$ cat src/rtl/mpd_ingest_ctrl_if.sv
// Ingress, descriptor and PRT method signals for mpd_ingest_ctrl.
// The master modport is the controller; the slave modport is its environment (source, classifier, PRT).
interface mpd_ingest_ctrl_if #(
    parameter int unsigned DATA_WIDTH    = 32,
    parameter int unsigned NUM_SLOTS     = 16,
    parameter int unsigned MAX_PKT_WORDS = 64
);
    localparam int unsigned SW = $clog2(NUM_SLOTS);
    localparam int unsigned LW = $clog2(MAX_PKT_WORDS + 1);

    // ingress stream
    logic                  in_valid;
    logic                  in_ready;
    logic [DATA_WIDTH-1:0] in_data;
    logic                  in_last;

    // descriptor queue towards the classifier
    logic                  desc_valid;
    logic                  desc_ready;
    logic [SW-1:0]         desc_slot;
    logic [LW-1:0]         desc_len;

    // PRT methods
    logic                  EN_start_writing_prt_entry;
    logic                  RDY_start_writing_prt_entry;
    logic [SW-1:0]         start_writing_prt_entry;
    logic                  EN_write_prt_entry;
    logic                  RDY_write_prt_entry;
    logic [DATA_WIDTH-1:0] write_prt_entry_data;
    logic                  EN_finish_writing_prt_entry;
    logic                  RDY_finish_writing_prt_entry;
    logic                  EN_invalidate_prt_entry;
    logic                  RDY_invalidate_prt_entry;
    logic [SW-1:0]         invalidate_prt_entry_slot;
    logic                  is_prt_slot_free;
    logic                  RDY_is_prt_slot_free;

    modport master (
        input  in_valid, in_data, in_last,
        output in_ready,
        output desc_valid, desc_slot, desc_len,
        input  desc_ready,
        output EN_start_writing_prt_entry,
        input  RDY_start_writing_prt_entry, start_writing_prt_entry,
        output EN_write_prt_entry, write_prt_entry_data,
        input  RDY_write_prt_entry,
        output EN_finish_writing_prt_entry,
        input  RDY_finish_writing_prt_entry,
        output EN_invalidate_prt_entry, invalidate_prt_entry_slot,
        input  RDY_invalidate_prt_entry,
        input  is_prt_slot_free, RDY_is_prt_slot_free
    );

    modport slave (
        output in_valid, in_data, in_last,
        input  in_ready,
        input  desc_valid, desc_slot, desc_len,
        output desc_ready,
        input  EN_start_writing_prt_entry,
        output RDY_start_writing_prt_entry, start_writing_prt_entry,
        input  EN_write_prt_entry, write_prt_entry_data,
        output RDY_write_prt_entry,
        input  EN_finish_writing_prt_entry,
        output RDY_finish_writing_prt_entry,
        input  EN_invalidate_prt_entry, invalidate_prt_entry_slot,
        output RDY_invalidate_prt_entry,
        output is_prt_slot_free, RDY_is_prt_slot_free
    );
endinterface

$ cat src/rtl/mpd_ingest_ctrl.sv
// Ingress controller: opens a PRT slot per packet, streams words into it and queues a (slot,len)
// descriptor; oversize packets are drained, their slot invalidated and the drop counted.
module mpd_ingest_ctrl #(
    parameter int unsigned DATA_WIDTH    = 32,
    parameter int unsigned NUM_SLOTS     = 16,
    parameter int unsigned MAX_PKT_WORDS = 64
) (
    input  logic                   CLK,
    input  logic                   RST_N,
    mpd_ingest_ctrl_if.master      bus,
    output logic [15:0]            drop_count
);
    localparam int unsigned SW = $clog2(NUM_SLOTS);
    localparam int unsigned LW = $clog2(MAX_PKT_WORDS + 1);

    localparam logic [LW-1:0] MAX_LEN  = LW'(MAX_PKT_WORDS);
    localparam logic [SW-1:0] LAST_PTR = SW'(NUM_SLOTS - 1);
    localparam logic [SW:0]   Q_DEPTH  = (SW + 1)'(NUM_SLOTS);

    localparam logic [2:0] S_IDLE   = 3'd0;
    localparam logic [2:0] S_WRITE  = 3'd1;
    localparam logic [2:0] S_FINISH = 3'd2;
    localparam logic [2:0] S_DRAIN  = 3'd3;
    localparam logic [2:0] S_INVAL  = 3'd4;

    logic [2:0]    state_q;
    logic [SW-1:0] slot_q;
    logic [LW-1:0] len_q;
    logic [LW-1:0] len_next;

    logic [SW-1:0] q_slot_mem [NUM_SLOTS];
    logic [LW-1:0] q_len_mem  [NUM_SLOTS];
    logic [SW-1:0] wr_ptr;
    logic [SW-1:0] rd_ptr;
    logic [SW:0]   q_count;
    logic          q_full;
    logic          q_empty;
    logic          q_push;
    logic          q_pop;

    logic          start_ok;
    logic          en_start;
    logic          en_write;
    logic          en_finish;
    logic          en_inval;
    logic          ready;
    logic          beat;

    function automatic logic [SW-1:0] next_ptr(input logic [SW-1:0] p);
        return (p == LAST_PTR) ? '0 : p + SW'(1);
    endfunction

    assign q_full   = (q_count == Q_DEPTH);
    assign q_empty  = (q_count == '0);
    assign len_next = len_q + LW'(1);

    assign start_ok = bus.in_valid && bus.is_prt_slot_free && bus.RDY_is_prt_slot_free &&
                      bus.RDY_start_writing_prt_entry && !q_full;

    // Every enable is decoded from the current state, so at most one PRT method fires per cycle.
    always_comb begin
        en_start  = 1'b0;
        en_write  = 1'b0;
        en_finish = 1'b0;
        en_inval  = 1'b0;
        ready     = 1'b0;
        case (state_q)
            S_IDLE: begin
                en_start = start_ok;
            end
            S_WRITE: begin
                ready    = bus.RDY_write_prt_entry;
                en_write = bus.in_valid && bus.RDY_write_prt_entry;
            end
            S_FINISH: begin
                en_finish = bus.RDY_finish_writing_prt_entry;
            end
            S_DRAIN: begin
                ready = 1'b1;
            end
            S_INVAL: begin
                en_inval = bus.RDY_invalidate_prt_entry;
            end
            default: begin
                ready = 1'b0;
            end
        endcase
    end

    assign beat = bus.in_valid && ready;

    assign bus.in_ready                    = ready;
    assign bus.EN_start_writing_prt_entry  = en_start;
    assign bus.EN_write_prt_entry          = en_write;
    assign bus.write_prt_entry_data        = bus.in_data;
    assign bus.EN_finish_writing_prt_entry = en_finish;
    assign bus.EN_invalidate_prt_entry     = en_inval;
    assign bus.invalidate_prt_entry_slot   = slot_q;

    always_ff @(posedge CLK or negedge RST_N) begin
        if (!RST_N) begin
            state_q <= S_IDLE;
            slot_q  <= '0;
            len_q   <= '0;
        end else begin
            case (state_q)
                S_IDLE: begin
                    if (start_ok) begin
                        slot_q  <= bus.start_writing_prt_entry;
                        len_q   <= '0;
                        state_q <= S_WRITE;
                    end
                end
                S_WRITE: begin
                    if (beat) begin
                        len_q <= len_next;
                        // a last word landing exactly on MAX_LEN is still a legal packet
                        if (bus.in_last) begin
                            state_q <= S_FINISH;
                        end else if (len_next == MAX_LEN) begin
                            state_q <= S_DRAIN;
                        end
                    end
                end
                S_FINISH: begin
                    if (en_finish) begin
                        state_q <= S_IDLE;
                    end
                end
                S_DRAIN: begin
                    if (beat && bus.in_last) begin
                        state_q <= S_INVAL;
                    end
                end
                S_INVAL: begin
                    if (en_inval) begin
                        state_q <= S_IDLE;
                    end
                end
                default: begin
                    state_q <= S_IDLE;
                end
            endcase
        end
    end

    always_ff @(posedge CLK or negedge RST_N) begin
        if (!RST_N) begin
            drop_count <= '0;
        end else if (en_inval && (drop_count != 16'hFFFF)) begin
            drop_count <= drop_count + 16'd1;
        end
    end

    // Descriptor FIFO; IDLE refuses to open a packet while it is full, so a push never overflows.
    assign q_push = en_finish;
    assign q_pop  = !q_empty && bus.desc_ready;

    always_ff @(posedge CLK) begin
        if (q_push) begin
            q_slot_mem[wr_ptr] <= slot_q;
            q_len_mem[wr_ptr]  <= len_q;
        end
    end

    always_ff @(posedge CLK or negedge RST_N) begin
        if (!RST_N) begin
            wr_ptr  <= '0;
            rd_ptr  <= '0;
            q_count <= '0;
        end else begin
            if (q_push) begin
                wr_ptr <= next_ptr(wr_ptr);
            end
            if (q_pop) begin
                rd_ptr <= next_ptr(rd_ptr);
            end
            if (q_push && !q_pop) begin
                q_count <= q_count + (SW + 1)'(1);
            end else if (q_pop && !q_push) begin
                q_count <= q_count - (SW + 1)'(1);
            end
        end
    end

    assign bus.desc_valid = !q_empty;
    assign bus.desc_slot  = q_empty ? '0 : q_slot_mem[rd_ptr];
    assign bus.desc_len   = q_empty ? '0 : q_len_mem[rd_ptr];

endmodule

$ cat src/flat_wrapper.sv
// flat-port wrapper written by rule: the top's interface ports become plain ports
module mpd_ingest_ctrl_flat 
#(
    parameter int unsigned DATA_WIDTH    = 32,
    parameter int unsigned NUM_SLOTS     = 16,
    parameter int unsigned MAX_PKT_WORDS = 64
)
  (CLK, RST_N, drop_count, bus_in_valid, bus_in_data, bus_in_last, bus_in_ready, bus_desc_valid, bus_desc_slot, bus_desc_len, bus_desc_ready, bus_EN_start_writing_prt_entry, bus_RDY_start_writing_prt_entry, bus_start_writing_prt_entry, bus_EN_write_prt_entry, bus_write_prt_entry_data, bus_RDY_write_prt_entry, bus_EN_finish_writing_prt_entry, bus_RDY_finish_writing_prt_entry, bus_EN_invalidate_prt_entry, bus_invalidate_prt_entry_slot, bus_RDY_invalidate_prt_entry, bus_is_prt_slot_free, bus_RDY_is_prt_slot_free);
  mpd_ingest_ctrl_if #(.DATA_WIDTH(DATA_WIDTH), .NUM_SLOTS(NUM_SLOTS), .MAX_PKT_WORDS(MAX_PKT_WORDS)) bus_i ();
  input  logic CLK;
  input  logic RST_N;
  output logic [15:0] drop_count;
  input wire logic [$bits(bus_i.in_valid)-1:0] bus_in_valid;
  input wire logic [$bits(bus_i.in_data)-1:0] bus_in_data;
  input wire logic [$bits(bus_i.in_last)-1:0] bus_in_last;
  output wire logic [$bits(bus_i.in_ready)-1:0] bus_in_ready;
  output wire logic [$bits(bus_i.desc_valid)-1:0] bus_desc_valid;
  output wire logic [$bits(bus_i.desc_slot)-1:0] bus_desc_slot;
  output wire logic [$bits(bus_i.desc_len)-1:0] bus_desc_len;
  input wire logic [$bits(bus_i.desc_ready)-1:0] bus_desc_ready;
  output wire logic [$bits(bus_i.EN_start_writing_prt_entry)-1:0] bus_EN_start_writing_prt_entry;
  input wire logic [$bits(bus_i.RDY_start_writing_prt_entry)-1:0] bus_RDY_start_writing_prt_entry;
  input wire logic [$bits(bus_i.start_writing_prt_entry)-1:0] bus_start_writing_prt_entry;
  output wire logic [$bits(bus_i.EN_write_prt_entry)-1:0] bus_EN_write_prt_entry;
  output wire logic [$bits(bus_i.write_prt_entry_data)-1:0] bus_write_prt_entry_data;
  input wire logic [$bits(bus_i.RDY_write_prt_entry)-1:0] bus_RDY_write_prt_entry;
  output wire logic [$bits(bus_i.EN_finish_writing_prt_entry)-1:0] bus_EN_finish_writing_prt_entry;
  input wire logic [$bits(bus_i.RDY_finish_writing_prt_entry)-1:0] bus_RDY_finish_writing_prt_entry;
  output wire logic [$bits(bus_i.EN_invalidate_prt_entry)-1:0] bus_EN_invalidate_prt_entry;
  output wire logic [$bits(bus_i.invalidate_prt_entry_slot)-1:0] bus_invalidate_prt_entry_slot;
  input wire logic [$bits(bus_i.RDY_invalidate_prt_entry)-1:0] bus_RDY_invalidate_prt_entry;
  input wire logic [$bits(bus_i.is_prt_slot_free)-1:0] bus_is_prt_slot_free;
  input wire logic [$bits(bus_i.RDY_is_prt_slot_free)-1:0] bus_RDY_is_prt_slot_free;
  assign bus_i.in_valid = bus_in_valid;
  assign bus_i.in_data = bus_in_data;
  assign bus_i.in_last = bus_in_last;
  assign bus_in_ready = bus_i.in_ready;
  assign bus_desc_valid = bus_i.desc_valid;
  assign bus_desc_slot = bus_i.desc_slot;
  assign bus_desc_len = bus_i.desc_len;
  assign bus_i.desc_ready = bus_desc_ready;
  assign bus_EN_start_writing_prt_entry = bus_i.EN_start_writing_prt_entry;
  assign bus_i.RDY_start_writing_prt_entry = bus_RDY_start_writing_prt_entry;
  assign bus_i.start_writing_prt_entry = bus_start_writing_prt_entry;
  assign bus_EN_write_prt_entry = bus_i.EN_write_prt_entry;
  assign bus_write_prt_entry_data = bus_i.write_prt_entry_data;
  assign bus_i.RDY_write_prt_entry = bus_RDY_write_prt_entry;
  assign bus_EN_finish_writing_prt_entry = bus_i.EN_finish_writing_prt_entry;
  assign bus_i.RDY_finish_writing_prt_entry = bus_RDY_finish_writing_prt_entry;
  assign bus_EN_invalidate_prt_entry = bus_i.EN_invalidate_prt_entry;
  assign bus_invalidate_prt_entry_slot = bus_i.invalidate_prt_entry_slot;
  assign bus_i.RDY_invalidate_prt_entry = bus_RDY_invalidate_prt_entry;
  assign bus_i.is_prt_slot_free = bus_is_prt_slot_free;
  assign bus_i.RDY_is_prt_slot_free = bus_RDY_is_prt_slot_free;
  mpd_ingest_ctrl #(.DATA_WIDTH(DATA_WIDTH), .NUM_SLOTS(NUM_SLOTS), .MAX_PKT_WORDS(MAX_PKT_WORDS)) u_core (.CLK(CLK), .RST_N(RST_N), .bus(bus_i), .drop_count(drop_count));
endmodule
$ cat config.mk
export PLATFORM = sky130hd
export DESIGN_NAME = mpd_ingest_ctrl_flat
export DESIGN_NICKNAME = d
export VERILOG_FILES = /design/src/rtl/mpd_ingest_ctrl_if.sv /design/src/rtl/mpd_ingest_ctrl.sv /design/src/flat_wrapper.sv
export SDC_FILE = /design/constraint.sdc
export NUM_CORES = 1
export LEC_CHECK = 0
export ABC_AREA = 0
export BUFFER_PORTS_ARGS = -buffer_cell sky130_fd_sc_hd__buf_2
export CAP_MARGIN = 20
export CORE_MARGIN = 4
export CORE_UTILIZATION = 48
export CTS_CLUSTER_SIZE = 40
export DETAILED_ROUTE_END_ITERATION = 8
export PLACE_DENSITY = 0.64
export SLEW_MARGIN = 0
export SYNTH_ARGS = -nofsm -noshare
export SYNTH_HDL_FRONTEND = slang
export SYNTH_SLANG_ARGS = --single-unit
$ cat constraint.sdc
create_clock -name CLK -period 3.4 [get_ports CLK]
set_input_delay 0.68 -clock CLK [delete_from_list [all_inputs] [get_ports CLK]]
set_output_delay 0.68 -clock CLK [all_outputs]
set_load 0.005 [all_outputs]
After elaboration in Yosys (flattened, before gate mapping)
Memory sizes are Yosys's and may differ from the RTL's.
Cells that the tools add are included.

cells by class
  shift-type cells = 0
  mux-type cells = 24
  bitwise logic cells = 0
  magnitude comparators = 0
  add/sub/neg operators = 6
  equal/unequal tests = 15
  reduce and logical (&&, ||, !) cells = 22
  $mul = 0
  divide/modulo/power cells = 0

operator list
  kind                                                    number
  2-to-1 mux 3 bit                                        7
  2-to-1 mux 7 bit                                        3
  adder 16 x 1 -> 16 bit (second input constant)          1
  inequality test 16 bit (second input constant)          1
  one-hot mux 3 bit (5 select lines)                      1
  one-hot mux 7 bit (2 select lines)                      1
  2-to-1 mux 4 bit                                        3
  logical AND 1 bit                                       11
  2-to-1 mux 5 bit                                        2
  inequality test 2 x 1 -> 1 bit (second input constant)  5
  adder 4 x 1 -> 4 bit (second input constant)            2
  equality test 4 bit (second input constant)             2
  adder 7 x 1 -> 7 bit (second input constant)            1
  equality test 7 bit (second input constant)             1
  equality test 3 x 2 -> 1 bit (second input constant)    2
  2-to-1 mux 1 bit                                        6
  AND reduction 6 bit                                     1
  adder 5 x 1 -> 5 bit (second input constant)            1
  equality test 5 bit (second input constant)             1
  zero test 5 bit                                         1
  subtractor 5 x 1 -> 5 bit (second input constant)       1
  zero test 1 bit                                         4
  nonzero test 2 bit                                      2
  equality test 3 x 1 -> 1 bit (second input constant)    1
  6 further kinds                                         6

word-level totals
  input port bits = 47
  memory bits (read-only) = 0
  register bits = 43
  memory bits (writable) = 176
  memories = 2
  output and inout port bits = 69
  latch bits = 0
  logic and storage cells = 76

memories
  memory             depth  bits a word  rd ports  clocked after Yosys merged registers in  wr ports  RTL line               text
  u_core.q_len_mem   16     7            1         0                                        1         mpd_ingest_ctrl.sv:32  logic [LW-1:0] q_len_mem [NUM_SLOTS];
  u_core.q_slot_mem  16     4            1         0                                        1         mpd_ingest_ctrl.sv:31  logic [SW-1:0] q_slot_mem [NUM_SLOTS];

Longest topological paths before layout
  depth after elaboration = 6
  mapped depth = 10
  gate-level depth less buffers = 9

Worst setup path before layout
OpenSTA, ideal clock, no wires.

  path kind = input to register
  start = input bus_RDY_finish_writing_prt_entry
  end = register u_core.q_count[4]
  setup time = 0.136 ns
  data arrival time = 2.593 ns
  path buffers = 1
  required time = 3.264 ns
  cell stages on the path = 9
  slack = 0.671 ns
  cell sequence = nand2b_1 nor3b_1 buf_2 ha_1 inv_1 fa_1 a21o_1 a2111oi_0 o31ai_1

on the way
  longest elaborated chain between the ends = 4
  elaborated cells between the ends (all ways) = 6
  those cells by class = 2 x mux; 4 x reduce/logical

RTL lines
  element                                    RTL line                text
  start: declaration                         flat_wrapper.sv:28      input wire logic [$bits(bus_i.RDY_finish_writing_prt_entry)-1:0] bus_RDY_finish_writing_prt_entry;
  2-to-1 mux 1 bit (*)                       mpd_ingest_ctrl.sv:67   case (state_q)
  named net bus_EN_finish_writing_prt_entry  flat_wrapper.sv:27      output wire logic [$bits(bus_i.EN_finish_writing_prt_entry)-1:0] bus_EN_finish_writing_prt_entry;
  zero test 1 bit                            mpd_ingest_ctrl.sv:180  end else if (q_pop && !q_push) begin
  logical AND 1 bit                          mpd_ingest_ctrl.sv:180
  nonzero test 2 bit (no line)               --
  end signal: assignment                     mpd_ingest_ctrl.sv:179  q_count <= q_count + (SW + 1)'(1);
  end signal: assignment                     mpd_ingest_ctrl.sv:181  q_count <= q_count - (SW + 1)'(1);
  end: declaration                           mpd_ingest_ctrl.sv:35   logic [SW:0] q_count;

Mark *: on every way through the listed nets, which the timed path passes. The rest lies on a longest branch.
A chain may end at the register's enable or synchronous reset.

Worst setup path after layout
  start = register u_core.q_count[0]
  end = output bus_desc_len[4]

on the way
  longest elaborated chain between the ends = 2

RTL lines
  element           RTL line                text
  zero test 5 bit   mpd_ingest_ctrl.sv:54   assign q_empty = (q_count == '0);
  2-to-1 mux 7 bit  mpd_ingest_ctrl.sv:188  assign bus.desc_len = q_empty ? '0 : q_len_mem[rd_ptr];
  end: declaration  flat_wrapper.sv:19      output wire logic [$bits(bus_i.desc_len)-1:0] bus_desc_len;

No other way between the ends.

==> results summary <==
After routing the design area is about 11000 sq um. The number of inserted filler cells in the final layout came out at 1477. The final worst setup slack came out at ~110 ps. The share of synthesized flip-flops with an asynchronous set or reset came out at 19.6%. The worst register-to-register path begins at u_core.q_count[0]. The worst slack at placement is 427 ps. The clock arrives with 16.1 ps of skew. The routed wire length is 18700 um. The average instance area after synthesis is 16.7 sq um. The layout cell share with drive strength beyond 1 came out at 28.7%. The clock drives 219 sinks. The launching element of the worst setup path is u_core.q_count[0]. In the final layout, flip-flops and latches occupy 6360 sq um.

STA classifies the critical path startpoint as a flip-flop. Clock tree synthesis inserted a total of 23 buffers. The analysis attributes to cell leakage a power of roughly 3.8 nW. For the pin with the worst max-slew slack, the measured transition is a little under 800 ps.

The starting density of the core came out at 49.3%. After layout, the design draws a total of 0.00839 W. The met3 wirelength from detailed routing came out at roughly 1100 um.

The die span in y is 148 um. The path class of the tightest hold or removal check is in -> reg. The number of antenna diodes came out at 0. The floorplan row count is 50.

The core area is 19000 sq um. The portion of the post-synthesis area used by sequential elements is 68.1%. For this run, the top clock speed supported by timing is roughly 0.30 GHz. The number of synthesized flops with an enable pin is between 150 and 200. During placement, the flow inserted port buffers numbering ~50. The run finished with clean final reports. In the final timing run, aggregate negative setup slack is 0 ps. The post-layout utilization of the core is between 50 and 60%. The total number of nets in the final design is 670. The headroom to the max-slew limit is 48.5%. The number of maximum-capacitance constraint violations is 0. The worst hold path begins at bus_start_writing_prt_entry[0]. For this design the ratio of total power to cell area is between 700 and 800 nW/um^2.

The top fanout value on the critical path is 11. The number of global-route vias before repair came out at 5230. The detailed-route via count is 5064. Counting distinct cell types in the post-synthesis netlist gives 54. The total nets after synthesis came out at 619.

The number of levels in the clock H-tree came out at 1. The width of the die is 148 um. The number of instances in the synthesized netlist came out at 560.

The number of antenna violations at the first check in global routing is 0. Data arrives at the worst endpoint at roughly 2600 ps. The critical path is of the reg -> out type.

After clock tree synthesis, the clock-pin slew on the worst setup and hold paths is ~60 ps. The detailed router used layers up to and including met4. The tree is rooted in a clkbuf_16. The combined area of the multi-input logic cells is about 2600 sq um. The number of hold violations in the final report is 0.

The routability congestion estimate from global placement came out at approximately 0.82. The data required time of the worst path came out at ~2700 ps. After legalization and detailed placement, the total HPWL measured roughly 12000 um.

The post-detailed-route DRC marker count came out at 0. The number of DRC markers in iteration 0 came out at 379. The final critical-path share of the clock period came out at 96.7%. The aggregate global routing overflow came out at 0. The met1 layer wirelength in the final routing came out at roughly 8100 um. In this run the deepest clock path goes through 3 buffers. Setup repair after global routing left no endpoint under its margin. The clock period minus final worst setup slack came out at 3290 ps.

The I/O pin count came out at roughly 120. The synthesized cell area came out at 9350 sq um. The first-pass GRT wire length is 29900 um.

The Yosys step of the flow raised 0 warnings. The number of synthesized register bits is 219. Across every metal layer, demand over resource in global routing totals 17.6%. The flip-flop cell with the highest count after synthesis is edfxtp_1. STA classifies the critical path endpoint as a primary output. The routed via count divided by cell count came out at 5.70. The detailed-router iteration count before antenna repair is 4. The floorplan step defined a die boundary enclosing approximately 22000 sq um.

The remaining antenna violation count after routing is 0. The max-slew violation count came out at 0. The CTS tree is built. The number of setup violations in the final report came out at 0. From synthesis to final layout, the design area changed by 13.2%. The placed cell area is slightly below 10000 sq um. Entering global routing, the biggest net connects 44 pins. The amount of wire on met2 after detailed routing came out at approximately 9100 um. The routed wire length per instance is 21.0 um.

IR analysis of the VDD net gives a maximum drop of around 0.53 mV. The clock latency at the later pin of the worst-skew pair came out at 500 ps.
## cells in the mapped netlist (2+ instances only)
| cell type | number | share of area, % |
|---|---|---|
| a211oi_1 | 2 | 0.16 |
| a21o_1 | 5 | 0.40 |
| a21oi_1 | 4 | 0.21 |
| a22oi_1 | 11 | 0.88 |
| buf_1 | 3 | 0.12 |
| buf_2 | 7 | 0.37 |
| buf_4 | 34 | 2.7 |
| clkbuf_1 | 10 | 0.40 |
| dfrtp_1 | 43 | 12 |
| edfxtp_1 | 176 | 57 |
| ha_1 | 11 | 1.5 |
| inv_1 | 8 | 0.32 |
| mux2_2 | 7 | 0.84 |
| mux2i_1 | 12 | 1.3 |
| mux4_2 | 44 | 11 |
| nand2_1 | 32 | 1.3 |
| nand2b_1 | 7 | 0.47 |
| nand3_1 | 16 | 0.86 |
| nand3_2 | 3 | 0.32 |
| nand4_1 | 5 | 0.33 |
| nor2_1 | 25 | 1.0 |
| nor3_1 | 16 | 0.86 |
| nor3b_1 | 2 | 0.16 |
| nor4_4 | 2 | 0.46 |
| o211ai_1 | 2 | 0.16 |
| o21ai_0 | 21 | 1.1 |
| o22ai_1 | 3 | 0.20 |
| o31ai_1 | 2 | 0.16 |
| or3_1 | 4 | 0.27 |
| xnor2_1 | 7 | 0.66 |
| xor2_1 | 13 | 1.2 |
## timing repair
item / 4_1_cts / 5_1_grt
hold buffers: 0 / 1
buffers inserted: 0 / 0
gates resized for setup: 0 / 0
endpoints found under the hold margin: 0 / 3
## layer usage
metal,global-route usage (%),vias to the layer above
met5,0,-
met4,4.05,0
met3,3.19,34
met2,28.8,165
met1,25.1,2598
li1,-,2267
## layout make-up
cell class	instances	area share [%]
Clock buffer	31	5.72
Tap cell	260	3.07
Clock inverter	11	1.11
Timing Repair Buffer	80	4.97
Sequential cell	219	60.1
Inverter	9	0.319
Multi-Input combinational cell	278	24.7
## through the flow
step | cells | hold slack [ps]
after floorplan | 560 | 384
after global placement | 844 | 494
after detailed placement | 844 | 506
after CTS | 886 | 362
after global routing | 888 | 405
final | 888 | 407
## power breakdown
part           switching (W)  total, W  internal [W]
clock               0.000975   0.00239       0.00141
combinational        0.00103   0.00212       0.00108
sequential          0.000546   0.00389       0.00335
## critical path, cell delays in order, from the launching register on
cell	delay, ps
dfrtp_1	460
nor4_4	490
nand2_1	160
nand2b_1	450
o21ai_0	320
buf_2	210
## cells in the final DEF (no fill, tap or decap), drive strengths merged, types with 2 or more instances in the layout
cell type  Yosys  routed
nand3         19      19
o21ai         21      21
nor2          25      25
mux2i         12      12
nor3b          3       3
inv            9      10
clkbuf        10      31
nor4           3       3
o22ai          3       3
a21o           5       5
xnor2          7       7
a2111oi        2       2
mux4          44      44
nand2         32      32
a22oi         11      11
nand2b         7       7
clkinv         0       6
bufinv         0       2
o211ai         2       2
mux2           8       8
clkinvlp       0       2
buf           44      79
or4            2       2
a211oi         3       3
or3            4       4
a21oi          4       4
xor2          13      13
o31ai          2       2
edfxtp       176     176
nor3          17      17
ha            11      11
dfrtp         43      43
nand4          5       5
## path summary, 6_finish.rpt
kind | to | slack, ps | cells after the start
min in group asynchronous | u_core.drop_count[3] | 530 | 2
min | u_core.bus.invalidate_prt_entry_slot[0] | 410 | 2
max reg2reg | u_core.q_count[4] | 440 | 8
max in group asynchronous | u_core.rd_ptr[1] | 2440 | 3
min reg2reg | u_core.drop_count[4] | 510 | 1
max | bus_desc_len[4] | 110 | 5
## sequential cells by signal (all words and copies together) (netlist names)
name	cells
u_core.q_slot_mem	64
u_core.q_len_mem	112
u_core.bus.invalidate_prt_entry_slot	4
u_core.rd_ptr	4
u_core.len_q	7
u_core.drop_count	16
u_core.state_q	3
u_core.q_count	5
u_core.wr_ptr	4
## kinds of logic (layout without fill, tap and decap cells)
kind of cell,after synthesis,after routing,synth area share [%]
buffers and inverters,63,131,3.99
adders and majority gates,12,12,1.69
AOI/OAI and AO/OA,59,59,4.28
and+or+nand+nor,123,123,7.24
xor gates and xnor gates,20,20,1.87
DFF,219,219,68.1
muxes,64,64,12.9
Note: power is estimated with default switching activity, not from simulation.
